<file path="src/rtl/bp_pkg.sv">
// Shared branch-predictor types: 2-bit counter encodings and the saturating update rule.
// Pure combinational helpers with no state.
package bp_pkg;

    typedef enum logic [1:0] {
        SNT = 2'b00,
        WNT = 2'b01,
        WT  = 2'b10,
        ST  = 2'b11
    } cnt_e;

    function automatic cnt_e sat_update(input cnt_e cnt, input logic taken);
        cnt_e r;
        if (taken) begin
            r = (cnt == ST) ? ST : cnt_e'(cnt + 2'd1);
        end else begin
            r = (cnt == SNT) ? SNT : cnt_e'(cnt - 2'd1);
        end
        return r;
    endfunction

endpackage

</file>
<file path="src/rtl/bp_counter_table.sv">
// 2**IDX_W x 2-bit saturating counter array; zero-latency read, one read-modify-write port.
// A same-cycle update to the read index is bypassed so the reader sees the post-update value.
module bp_counter_table
    import bp_pkg::*;
#(
    parameter int          IDX_W    = 6,
    parameter logic [1:0]  INIT_CNT = 2'b01
) (
    input  logic             clk,
    input  logic             rst_n,
    input  logic             i_upd_vld,
    input  logic [IDX_W-1:0] i_upd_idx,
    input  logic             i_upd_taken,
    input  logic [IDX_W-1:0] i_rd_idx,
    output cnt_e             o_rd_cnt
);

    localparam int DEPTH = 1 << IDX_W;

    cnt_e r_cnt [DEPTH];
    cnt_e w_upd_cnt;

    assign w_upd_cnt = sat_update(r_cnt[i_upd_idx], i_upd_taken);

    always_ff @(posedge clk or negedge rst_n) begin
        if (!rst_n) begin
            for (int i = 0; i < DEPTH; i++) begin
                r_cnt[i] <= cnt_e'(INIT_CNT);
            end
        end else if (i_upd_vld) begin
            r_cnt[i_upd_idx] <= w_upd_cnt;
        end
    end

    assign o_rd_cnt = (i_upd_vld && (i_upd_idx == i_rd_idx)) ? w_upd_cnt : r_cnt[i_rd_idx];

endmodule

</file>
<file path="src/rtl/bht_branch_predictor.sv">
// 2-bit BHT predictor: combinational IF prediction/PC steering, ID resolve with redirect and training.
// stall freezes all state; BP_GSHARE_EN adds a global history XORed into the index.
module bht_branch_predictor
    import bp_pkg::*;
#(
    parameter int         IDX_W    = 6,
    parameter int         ADDR_LSB = 2,
    parameter logic [1:0] INIT_CNT = 2'b01
) (
    input  logic        clk,
    input  logic        rst_n,
    input  logic        stall,
    input  logic        branch_IF,
    input  logic [31:0] pc_IF,
    input  logic [31:0] PC_add_4,
    input  logic [31:0] PC_add_imm,
    input  logic        branch_ID,
    input  logic        jump_or_not,
    output logic [31:0] PC_out,
    output logic        correct,
    output logic        predict_jump
);

    logic [31:0]      r_add4_q;
    logic [31:0]      r_imm_q;
    logic             r_pred_q;
    logic [IDX_W-1:0] r_idx_q;

    logic [IDX_W-1:0] w_idx;
    cnt_e             w_cnt;
    logic             w_pred;
    logic             w_resolve;
    logic             w_mispredict;
    logic             w_fetch;
    logic             w_if_taken;
    logic             w_unused;

    assign w_unused = ^{pc_IF[31:ADDR_LSB+IDX_W], pc_IF[ADDR_LSB-1:0]};

    // Resolution is suppressed while reset is held so correct stays high.
    assign w_resolve    = branch_ID & ~stall & rst_n;
    assign w_mispredict = w_resolve & (jump_or_not ^ r_pred_q);
    assign w_fetch      = branch_IF & ~stall & ~w_mispredict;
    assign w_pred       = (w_cnt == WT) || (w_cnt == ST);
    assign w_if_taken   = branch_IF & ~w_mispredict & w_pred;

`ifdef BP_GSHARE_EN
    logic [IDX_W-1:0] r_ghr;

    always_ff @(posedge clk or negedge rst_n) begin
        if (!rst_n) begin
            r_ghr <= '0;
        end else if (w_resolve) begin
            r_ghr <= {r_ghr[IDX_W-2:0], jump_or_not};
        end
    end

    assign w_idx = pc_IF[ADDR_LSB +: IDX_W] ^ r_ghr;
`else
    assign w_idx = pc_IF[ADDR_LSB +: IDX_W];
`endif

    bp_counter_table #(
        .IDX_W    (IDX_W),
        .INIT_CNT (INIT_CNT)
    ) u_table (
        .clk         (clk),
        .rst_n       (rst_n),
        .i_upd_vld   (w_resolve),
        .i_upd_idx   (r_idx_q),
        .i_upd_taken (jump_or_not),
        .i_rd_idx    (w_idx),
        .o_rd_cnt    (w_cnt)
    );

    always_ff @(posedge clk or negedge rst_n) begin
        if (!rst_n) begin
            r_add4_q <= '0;
            r_imm_q  <= '0;
            r_pred_q <= 1'b0;
            r_idx_q  <= '0;
        end else if (w_fetch) begin
            r_add4_q <= PC_add_4;
            r_imm_q  <= PC_add_imm;
            r_pred_q <= w_pred;
            r_idx_q  <= w_idx;
        end
    end

    // A mispredict redirects to the path the ID branch did not predict.
    assign PC_out       = w_mispredict ? (r_pred_q ? r_add4_q : r_imm_q)
                                       : (w_if_taken ? PC_add_imm : PC_add_4);
    assign correct      = ~w_mispredict;
    assign predict_jump = w_fetch & w_pred;

endmodule

</file>
<file path="config.mk">
export PLATFORM = sky130hd
export DESIGN_NAME = bht_branch_predictor
export DESIGN_NICKNAME = d
export VERILOG_FILES = /design/src/rtl/bp_pkg.sv /design/src/rtl/bp_counter_table.sv /design/src/rtl/bht_branch_predictor.sv
export SDC_FILE = /design/constraint.sdc
export NUM_CORES = 1
export LEC_CHECK = 0
export CORE_UTILIZATION = 51
export DETAILED_ROUTE_END_ITERATION = 8
export GPL_ROUTABILITY_DRIVEN = 0
export PLACE_DENSITY = 0.88
export SKIP_CTS_REPAIR_TIMING = 1
export SYNTH_ARGS = -nofsm -noshare
export SYNTH_HDL_FRONTEND = slang
export SYNTH_HIERARCHICAL = 1
export SYNTH_SLANG_ARGS = --single-unit
</file>
<file path="constraint.sdc">
create_clock -name clk -period 5.1 [get_ports clk]
set_input_delay 1.02 -clock clk [delete_from_list [all_inputs] [get_ports clk]]
set_output_delay 1.02 -clock clk [all_outputs]
set_load 0.005 [all_outputs]
</file>
==> metrics.csv <==
stage;metric;value;unit
outcome;status;complete, but fails checks;
outcome;violations;setup timing;
global_routing;grt_pass1_wl;43.2;mm
pwr;peakVddDrop;0.000321;V
setup_path;reg2reg_slack;1.56;ns
sta;layout_min_cycle_time;5.25;ns
pwr;power;4770;uW
clock_network;cts.clk_slew.worst_paths;0.08;ns
placement;dp_hpwl;17.5;mm
setup_path;crit_path_start_kind;primary input;
clock_network;clk_latency;0.45;ns
floorplan;die_w;147;um
pwr;p_leak;0.00570;uW
logic_synthesis;yosysWarnings;6;
clock_network;clock-root-buffer;clkbuf_16;
setup_path;path_buf_inv;4;
detailed_routing;viasPerCell;6.32;
logic_synthesis;syn_area;0.0107;mm2
setup_path;critPathRequiredTime;4.08;ns
global_routing;grt.overflow.total;0;
final_layout;finalCoreUtilization;64.5;%
detailed_routing;ant_nets;0;
sta;grt_setup_unrepaired;true;
sta;fmax;190;MHz
logic_synthesis;synthCells;909;
global_routing;grt_max_degree;168;
clock_network;clk_path_buf_depth;2;
placement;dp_slack;-0.454;ns
final_layout;seq_area;0.00506;mm2
final_layout;drive_gt1_share;33.1;%
setup_path;worst_path_largest_cell_delay;0.51;ns
floorplan;die-area;0.0216;mm2
setup_path;cp_top_family;multiplexers;
flow_run;maxCapViolCount;0;
final_layout;n_fill_cell;1404;
clock_network;cts_tree;yes;
detailed_routing;drt_iter0_drc;951;
detailed_routing;drtPass1Iterations;5;
sta;worstMarginPinSlew;1.16;ns
floorplan;rows;52;
logic_synthesis;synth_nets;1011;
setup_path;critical_path_arrival;4.23;ns
sta;hold_viol;0;
floorplan;io_pins;136;
detailed_routing;wl;29.3;mm
floorplan;start_util;52.5;%
global_routing;gr-usage-all-layers;25.9;%
pwr;power.density;363;mW/mm2
global_routing;antenna_found_initial;0;
hold_path;hold_class;reg -> reg;
setup_path;critPathSlowestCell;clkdlybuf4s50_1;
global_routing;first_global_vias;8073;
detailed_routing;detail_route.wl_per_cell;22.3;um
sta;fin_skew;0.0121;ns
setup_path;criticalPathCategory;in -> out;
clock_network;cts_buffers;17;
floorplan;die_h;147;um
sta;setup_viol;3;
detailed_routing;vias;8287;
setup_path;worstPathCellList;clkdlybuf4s50_1, buf_12, mux4_2, mux4_2, a22oi_1, nand2_1, mux2_4, nand2_8, buf_12, mux2i_1, mux2i_1, clkdlybuf4s50_1;
final_layout;area.growth.synth_to_final;22.7;%
placement;port_buffers;109;
sta;fin_ws;-0.153;ns
logic_synthesis;syn_area_per_cell;11.8;um2
sta;slew_violations;0;
final_layout;nets;1130;
clock_network;htree_levels;4;
sta;post-route-period-util;103;%
sta;slew_headroom;23.0;%
setup_path;critical_path.max_fanout;16;
setup_path;endpoint_kind;output pin;
floorplan;core;0.0204;mm2
final_layout;antenna_cells;0;
final_layout;multi_input_area;0.00528;mm2
detailed_routing;drc;0;
clock_network;clkSinkCount;199;
-- per-stage QoR --
step                      hold WS (ns)  instances  TNS, ns  instance area [um2]
final                            0.474       1311   -0.262                13100
after global routing             0.491       1311   -0.549                13100
after CTS                        0.464       1287   -12.56                12700
after detailed placement         0.454       1255   -11.97                12100
after global placement           0.449       1255   -10.82                12100
after floorplan                  0.441        909        0                10700
-- worst paths after layout --
path,start,to,depth (start not counted)
worst min-delay path,u_table/r_cnt[46],u_table/r_cnt[46],2
worst min register to register,u_table/r_cnt[46],u_table/r_cnt[46],2
max in group asynchronous,rst_n,r_idx_q[1],3
min in group asynchronous,rst_n,r_imm_q[12],2
worst max register to register,r_idx_q[0],u_table/r_cnt[22],8
worst max-delay path,pc_IF[3],PC_out[16],12
-- per-layer routing --
layer	vias to the layer above	GRT usage, %	part of all wire, %
met5	-	0	0
met4	0	10.4	4.0
met3	109	5.56	9.2
met2	504	42.4	48
met1	4119	33.5	39
li1	3555	-	-
-- cell usage in the layout, fill, tap and decap left out, types with 21 or more instances in the layout --
cell type	instances
nand2_1	147
mux2_2	137
dfrtp_1	132
mux2i_1	101
clkdlybuf4s50_1	77
o21ai_0	70
dfstp_2	64
buf_4	41
dlymetal6s2s_1	29
mux4_2	27
clkbuf_16	21
-- flip-flops by register name (all words and copies together) (netlist names) --
register,cells
r_add4_q,32
r_idx_q,6
r_imm_q,32
r_pred_q,1
u_table/r_cnt,128
-- where the power goes --
part	internal (uW)	switching, uW	total, uW
logic	623	699	1320
clock network	748	642	1390
registers	1880	176	2050
total	3250	1520	4770
-- cell type report --
type	count	area share, %
sequential	199	38.6
inverter	8	0.286
clock buffer	18	3.35
clock inverter	14	1.21
multi-input combinational	635	40.2
timing repair buffer	167	13.8
tap	270	2.57
-- worst register-to-register path, delay by kind of cell (launching register included) --
kind / cells / cell delay (ns)
compound gates: 4 / 1.33
buf+inv: 1 / 0.23
simple gates: 2 / 0.43
fa+ha+maj: 1 / 0.92
flops: 1 / 0.51
(Power assumes the default switching activity.)
